==> src/rtl/imem_pkg.sv <==
// Shared defaults and types for the fetch-side instruction memory bank.
package imem_pkg;

  localparam int unsigned DATA_W_DEF = 16;
  localparam int unsigned ADDR_W_DEF = 8;
  localparam int unsigned DEPTH_DEF  = 256;

  typedef enum logic {IDLE, CLEAR} state_e;

  typedef struct packed {
    logic [DATA_W_DEF-1:0] data;
    logic                  err;
  } entry_t;

endpackage

==> src/rtl/imem_skid_buf.sv <==
// Two-entry in-order FIFO holding read results until the decode stage takes them.
module imem_skid_buf #(
  parameter int unsigned W = 17
) (
  input  logic         clk,
  input  logic         rst_n,
  input  logic         push,
  input  logic [W-1:0] push_data,
  input  logic         pop,
  output logic [W-1:0] head_data,
  output logic [1:0]   occ
);

  logic [W-1:0] ent0_q, ent0_d;
  logic [W-1:0] ent1_q, ent1_d;
  logic [1:0]   occ_q, occ_d;
  logic         do_pop;
  logic         push_ok;

  // Pop is applied first so a simultaneous push lands in the slot the pop freed.
  always_comb begin
    ent0_d  = ent0_q;
    ent1_d  = ent1_q;
    occ_d   = occ_q;
    do_pop  = pop && (occ_q != 2'd0);
    push_ok = push && ((occ_q != 2'd2) || do_pop);
    if (do_pop) begin
      ent0_d = ent1_q;
      occ_d  = occ_q - 2'd1;
    end
    if (push_ok) begin
      if (occ_d == 2'd0) begin
        ent0_d = push_data;
      end else begin
        ent1_d = push_data;
      end
      occ_d = occ_d + 2'd1;
    end
  end

  always_ff @(posedge clk or negedge rst_n) begin
    if (!rst_n) begin
      ent0_q <= '0;
      ent1_q <= '0;
      occ_q  <= '0;
    end else begin
      ent0_q <= ent0_d;
      ent1_q <= ent1_d;
      occ_q  <= occ_d;
    end
  end

  assign head_data = (occ_q != 2'd0) ? ent0_q : '0;
  assign occ       = occ_q;

endmodule

==> src/rtl/imem_bank_sync.sv <==
// Synchronous instruction memory with handshaked read port, skid buffer,
// program-load port and hardware clear sequencer.
module imem_bank_sync
  import imem_pkg::*;
#(
  parameter int unsigned DATA_W = DATA_W_DEF,
  parameter int unsigned ADDR_W = ADDR_W_DEF,
  parameter int unsigned DEPTH  = DEPTH_DEF
) (
  input  logic              clk,
  input  logic              rst_n,
  input  logic              clr,
  output logic              busy,
  input  logic              ld_en,
  input  logic [ADDR_W-1:0] ld_addr,
  input  logic [DATA_W-1:0] ld_data,
  input  logic              rd_req,
  input  logic [ADDR_W-1:0] rd_addr,
  output logic              rd_gnt,
  output logic              rd_valid,
  input  logic              rd_ready,
  output logic [DATA_W-1:0] rd_data,
  output logic              rd_err
);

  localparam int unsigned     MEM_AW  = (DEPTH > 1) ? $clog2(DEPTH) : 1;
  localparam logic [ADDR_W:0] DEPTH_V = (ADDR_W+1)'(DEPTH);
  localparam logic [ADDR_W:0] LAST_V  = (ADDR_W+1)'(DEPTH - 1);
  localparam logic [ADDR_W:0] ONE_V   = (ADDR_W+1)'(1);

  typedef struct packed {
    logic [DATA_W-1:0] data;
    logic              err;
  } rd_entry_t;

  logic [DATA_W-1:0] mem_q [DEPTH];

  state_e            state_q, state_d;
  logic [ADDR_W:0]   cnt_q, cnt_d;
  logic              mem_we;
  logic [MEM_AW-1:0] mem_waddr;
  logic [DATA_W-1:0] mem_wdata;
  logic              rd_in_range;
  logic              ld_in_range;
  logic              accept;
  logic              pop;
  rd_entry_t         push_ent;
  rd_entry_t         head_ent;
  logic [1:0]        occ;

  assign rd_in_range = {1'b0, rd_addr} < DEPTH_V;
  assign ld_in_range = {1'b0, ld_addr} < DEPTH_V;

  always_comb begin
    state_d   = state_q;
    cnt_d     = cnt_q;
    mem_we    = 1'b0;
    mem_waddr = '0;
    mem_wdata = '0;
    case (state_q)
      CLEAR: begin
        mem_we    = 1'b1;
        mem_waddr = MEM_AW'(cnt_q);
        if (cnt_q == LAST_V) begin
          state_d = IDLE;
          cnt_d   = '0;
        end else begin
          cnt_d = cnt_q + ONE_V;
        end
      end
      IDLE: begin
        if (clr) begin
          state_d = CLEAR;
          cnt_d   = '0;
        end else if (ld_en && ld_in_range) begin
          mem_we    = 1'b1;
          mem_waddr = MEM_AW'(ld_addr);
          mem_wdata = ld_data;
        end
      end
    endcase
  end

  always_ff @(posedge clk or negedge rst_n) begin
    if (!rst_n) begin
      state_q <= CLEAR;
      cnt_q   <= '0;
    end else begin
      state_q <= state_d;
      cnt_q   <= cnt_d;
    end
  end

  // Array is deliberately not reset; the clear sequencer owns its contents.
  always_ff @(posedge clk) begin
    if (mem_we) begin
      mem_q[mem_waddr] <= mem_wdata;
    end
  end

  // Read samples the array before this edge's write lands, giving read-first behaviour.
  always_comb begin
    push_ent = '0;
    if (rd_in_range) begin
      push_ent.data = mem_q[MEM_AW'(rd_addr)];
    end else begin
      push_ent.err = 1'b1;
    end
  end

  assign busy     = (state_q == CLEAR);
  assign rd_gnt   = !busy && (occ != 2'd2);
  assign accept   = rd_req && rd_gnt;
  assign rd_valid = (occ != 2'd0);
  assign pop      = rd_valid && rd_ready;
  assign rd_data  = head_ent.data;
  assign rd_err   = head_ent.err;

  imem_skid_buf #(
    .W($bits(rd_entry_t))
  ) u_skid (
    .clk       (clk),
    .rst_n     (rst_n),
    .push      (accept),
    .push_data (push_ent),
    .pop       (pop),
    .head_data (head_ent),
    .occ       (occ)
  );

endmodule
==> config.mk <==
export PLATFORM = sky130hd
export DESIGN_NAME = imem_bank_sync
export DESIGN_NICKNAME = d
export VERILOG_FILES = /design/src/rtl/imem_pkg.sv /design/src/rtl/imem_skid_buf.sv /design/src/rtl/imem_bank_sync.sv
export SDC_FILE = /design/constraint.sdc
export NUM_CORES = 2
export LEC_CHECK = 0
export ABC_AREA = 1
export CAP_MARGIN = 20
export CELL_PAD_IN_SITES_DETAIL_PLACEMENT = 1
export CELL_PAD_IN_SITES_GLOBAL_PLACEMENT = 2
export CORE_AREA = 4 4 737 666
export DETAILED_ROUTE_END_ITERATION = 10
export DIE_AREA = 0 0 741 670
export PLACE_DENSITY = 0.67
export SLEW_MARGIN = 10
export SYNTH_ARGS = -nofsm -noshare
export SYNTH_HDL_FRONTEND = slang
export SYNTH_HIERARCHICAL = 1
export SYNTH_SLANG_ARGS = --single-unit
export TNS_END_PERCENT = 5
==> constraint.sdc <==
create_clock -name clk -period 23.1 [get_ports clk]
set_input_delay 3.465 -clock clk [delete_from_list [all_inputs] [get_ports clk]]
set_output_delay 3.465 -clock clk [all_outputs]
set_load 0.1 [all_outputs]
# After elaboration in Yosys (flattened, before gate mapping)
# Memories as Yosys holds them, arrays and structs flattened.
# Index checks and enable logic that the tools add are counted.
[classes]
n_addsub = 3
eq_ne = 3
muxes = 23
n_bitwise = 2
n_reduce_logical = 10
[ops]
columns = ["operator", "count"]
rows = [
  ["$mux W17", 4],
  ["$mux W16", 3],
  ["$mux W9", 2],
  ["$pmux W9 S2", 1],
  ["$mux W8", 2],
  ["$pmux W8 S2", 1],
  ["$add A9 B1 Y9 const B", 1],
  ["$eq A9 B8 Y1 const B", 1],
  ["$mux W1", 6],
  ["$logic_and A1 B1 Y1", 5],
  ["$mux W2", 2],
  ["$ne A2 B2 Y1 const B", 2],
  ["$pmux W1 S2", 2],
  ["$add A2 B1 Y2 const B", 1],
  ["$logic_not A2 Y1", 1],
  ["$not A1 Y1", 2],
  ["$reduce_and A2 Y1", 1],
  ["$reduce_bool A2 Y1", 1],
  ["$sub A2 B1 Y2 const B", 1],
  ["$logic_not A1 Y1", 1],
  ["$logic_or A1 B1 Y1", 1],
]
[word_totals]
regBits = 45
ram_bits = 4096
in_bits = 38
out_inout_bits = 20
wordCells = 47
mem_count = 1
[memory_table]
columns = ["memory", "words", "width", "read_ports", "rd_clocked_by_memory_dff", "write_ports", "line_no", "text"]
rows = [
  ["mem_q", 256, 16, 1, 0, 1, "imem_bank_sync.sv:36", "logic [DATA_W-1:0] mem_q [DEPTH];"],
]

# Logic depth before layout (Yosys ltp)
[logic_depth]
ltp_word = 7
mapped_depth = 17

# By module
# Netlist, hierarchy kept.
[by_module_without_submodules]
columns = ["module", "instances", "cells_each", "area_per_inst_um2", "seq_area_each_um2"]
rows = [
  ["imem_bank_sync", 1, 13679, 166429.6, 123249.5],
  ["imem_skid_buf", 1, 270, 2001.9, 900.9],
]

# Worst setup path after synthesis
# No wires, ideal clock.
[synth_path]
kind = "input-to-reg"
from = "input port clr"
to = "memory mem_q[0][10] (netlist bit), data pin"
setup_ps = 1393
arrival_time_ps = 9966
required_time_ps = 21707
path_slack_ps = 11741
cell_stages = 5
cell_sequence = "nor2_8 inv_2 clkbuf_1 clkbuf_1 nor2_1"
[synth_via]
elab_chain_cells = 2
[synth_lines]
columns = ["element", "line_no", "text"]
rows = [
  ["from (decl)", "imem_bank_sync.sv:12", "input logic clr,"],
  ["$mux W16", "imem_bank_sync.sv:72", "if (clr) begin"],
  ["$mux W16", "imem_bank_sync.sv:60", "case (state_q)"],
  ["net mem_wdata[10]", "imem_bank_sync.sv:42", "logic [DATA_W-1:0] mem_wdata;"],
  ["to (decl)", "imem_bank_sync.sv:36", ""],
]
# The timed path passes the listed nets, and every way through them passes these cells.

==> results_dict.tcl <==
set metrics [dict create \
    post_cts_buffers 0 \
    final_area_um2 189000 \
    die_w_um 741 \
    rr_endpoint "mem_q[206][4]" \
    yosys_register_bits 4142 \
    fin_nets 14000 \
    async_reset_ff_share_pct 1.11 \
    ys_seq_area_share_pct 73.7 \
    timing.final.crit_share_pct 35.6 \
    max_slew_margin_pct 17.8 \
    ant_nets 0 \
    post-route-min-period_ns 8.22 \
    vias_per_cell 5.35 \
    synth_top_area_cell "edfxtp_1" \
    synthTopCellsByArea "edfxtp_1 (73%), nand3_1 (12%), nand2_1 (9.7%)" \
    rsz0062_at_grt "no" \
    syn-cell-area_um2 168000 \
    cts_resized 0 \
    clock.fmax_mhz 122 \
    dieArea_um2 496000 \
    status "complete, no violations" \
    r2r_slack_ns 18.24 \
    synth_top_area_share_pct 73.0 \
    ctsLongestPathBuffers 4 \
    die_h_um 670 \
    root_buffer "clkbuf_16" \
    worst_pin_slew_ns 1.23 \
    tritoncts "built" \
    avgRoutedWirePerCell_um 27.2 \
    routed_wl_mm 565 \
    initial_core_util_pct 34.9 \
    setup_violations 0 \
    maxSlewViolCount 0 \
    gp_congestion 0.776 \
    fin_skew_ns 0.0782 \
    vias 111000 \
    p_per_area_nw_per_um2 88.1 \
    end_kind "register" \
    holdBufCountCts 0 \
    ys.warnings.count 6 \
    yosysUniqueCellTypes 43 \
    dr.pass1.iters 5 \
    finalHoldViolations 0 \
    whs_endpoint "u_skid/ent1_q[6]" \
    vdd.ir_drop.worst_uv 63.0 \
    clk_pin_slew_ns 0.06 \
    r2r_cells 6 \
    tns_ns 0 \
    start_kind "input port" \
    path_max_fanout 117 \
    htreeDepth 5 \
    fillerInstances 50900 \
    synth_flop_cell "edfxtp_1" \
    drc 0 \
    min-delay-start "u_skid/ent1_q[6]" \
    rows 242 \
    cts_buffers 437 \
    grt-ovfl-total 0 \
    clkLatencyLatePin_ns 1.03 \
    hold_class "reg -> reg" \
    leakagePower_uw 0.0669 \
    syn_inst 13900 \
    coreArea_um2 482000 \
    ios 58 \
    maxCapViolations 0 \
    synth_edf_count 4096 \
    gr-usage-all-layers_pct 22.1 \
    grt_max_degree 225 \
    cts_sinks 4142 \
    timing.rr.start "busy" \
    crit_type "in -> reg" \
    synth_area_per_cell_um2 12.1 \
    numPortBuffers 57 \
    dpl_cell_area_um2 176000 \
    crit_required_ns 24.07 \
    areaGrowthSynthToFinish_pct 12.4 \
    hpwl_mm 317 \
    antenna_found_initial 34 \
    startpoint "rd_addr[0]" \
    grt_first_pass_wirelength_mm 814 \
    drive_gt1_share_pct 8.03 \
    initialDrtViolationCount 10900 \
    holdPathStages 2 \
    grt_pass1_vias 110000 \
    critPathArrivalTime_ns 9.19 \
]
layer usage:
layer	vias up	track usage, %	wire [um]
li1	49700	-	-
met1	58100	32.4	261000
met2	2771	35.2	262000
met3	665	2.13	27200
met4	8	5.79	15200
met5	-	0	57
worst max-delay path: stages:
cell and delay (ns):
buf_16 0.32, buf_12 0.47, buf_4 0.79, buf_4 0.70
buf_4 0.70, nand2_1 0.11, nand3_1 0.11, nand3_1 0.10
nand3_1 0.16, nand3_1 0.23, nand3_1 0.19, nand3_1 0.37
nand2_1 0.57, nand2_1 0.27, nand2_1 0.16, nand4_1 0.10
nand2_1 0.11
sequential cells by signal, indices dropped and copies added (netlist names):
| register | count |
|---|---|
| mem_q | 4096 |
| cnt_q | 9 |
| u_skid/ent1_q | 17 |
| busy | 1 |
| u_skid/ent0_q | 17 |
| u_skid/occ | 2 |
metrics by stage:
stage | hold slack (ns) | util (%) | power [uW] | instances | setup slack, ns
floorplan | 0.442 | - | 9350 | 14000 | 11.74
finish | 0.474 | 39.2 | 16700 | 20800 | 14.88
detailed placement | 0.459 | 36.4 | 10000 | 20000 | 13.69
global placement | 0.461 | 36.4 | 10000 | 20000 | 13.64
CTS | 0.474 | 39.2 | 16800 | 20800 | 14.79
global route | 0.500 | 39.2 | 17200 | 20800 | 14.50
power breakdown:
part | internal (uW) | leakage [uW] | switching (uW) | total, uW
clock | 3830 | 0.00663 | 3000 | 6830
sequential | 8310 | 0.0390 | 50.3 | 8360
combinational | 303 | 0.0213 | 1190 | 1490
total | 12400 | 0.0669 | 4240 | 16700
worst max-delay path by stage:
stage                                    to  cells after the start  slack, ns
after floorplan                mem_q[0][10]                      5      11.74
after global placement    u_skid/ent1_q[15]                     17      13.64
after detailed placement  u_skid/ent1_q[15]                     17      13.69
after CTS                 u_skid/ent1_q[15]                     17      14.79
after global routing      u_skid/ent0_q[15]                     17      14.50
final                     u_skid/ent1_q[15]                     17      14.88
cell families (layout without fill, tap and decap cells):
family	after synthesis	in the layout	share of synthesized area [%]
AOI/OAI and AO/OA	20	20	0.0929
xor gates and xnor gates	3	3	0.0156
adders and majority gates	4	4	0.0297
buffers and inverters	1005	1355	3.41
DFF	4142	4142	73.7
other	1	10	0.00223
and+or+nand+nor	8774	8774	22.7
cell usage in the layout (no fill, tap or decap), types with 3 or more instances in the layout:
| cell | n |
|---|---|
| bufinv_16 | 29 |
| clkinvlp_4 | 3 |
| clkbuf_1 | 111 |
| o21ai_0 | 6 |
| ha_1 | 4 |
| buf_16 | 3 |
| nor2_1 | 247 |
| clkinv_2 | 74 |
| clkbuf_16 | 442 |
| inv_2 | 9 |
| o22ai_1 | 3 |
| dfrtp_1 | 45 |
| clkinv_8 | 5 |
| nand2_2 | 11 |
| buf_8 | 9 |
| clkdlybuf4s50_1 | 49 |
| nand3_1 | 4036 |
| inv_6 | 9 |
| inv_16 | 10 |
| buf_4 | 414 |
| edfxtp_1 | 4096 |
| nand4_1 | 34 |
| clkinv_1 | 118 |
| buf_12 | 28 |
| nor2_4 | 24 |
| nor2_2 | 37 |
| inv_1 | 33 |
| nand2_4 | 22 |
| diode_2 | 8 |
| nand2_1 | 4354 |
synth_stat cells, types with 2 or more instances:
library cell and instances:
a21oi_1 2, buf_1 85, buf_2 498, buf_4 146
buf_6 100, buf_8 2, clkbuf_1 125, dfrtp_1 45
edfxtp_1 4096, ha_1 4, inv_1 36, inv_2 10
inv_4 2, nand2_1 4369, nand2_2 11, nand2_4 7
nand3_1 4036, nand3_4 2, nand4_1 34, nor2_1 297
nor2_2 3, nor2_4 8, nor2_8 2, o21ai_0 6
o22ai_1 3, o31ai_1 2, xor2_1 2
area by class of cell:
class / instances / area (um2) / area share, %
flip-flops and latches: 4142 / 124000 / 65.6
multi-input cells: 8803 / 38900 / 20.5
clock buffers: 554 / 11500 / 6.07
well taps: 6466 / 8090 / 4.27
repair buffers: 507 / 4410 / 2.33
clock inverters: 246 / 2050 / 1.08
inverters: 48 / 234 / 0.124
diodes: 8 / 20.0 / 0.0106
Note: power is estimated with default switching activity, not from simulation.
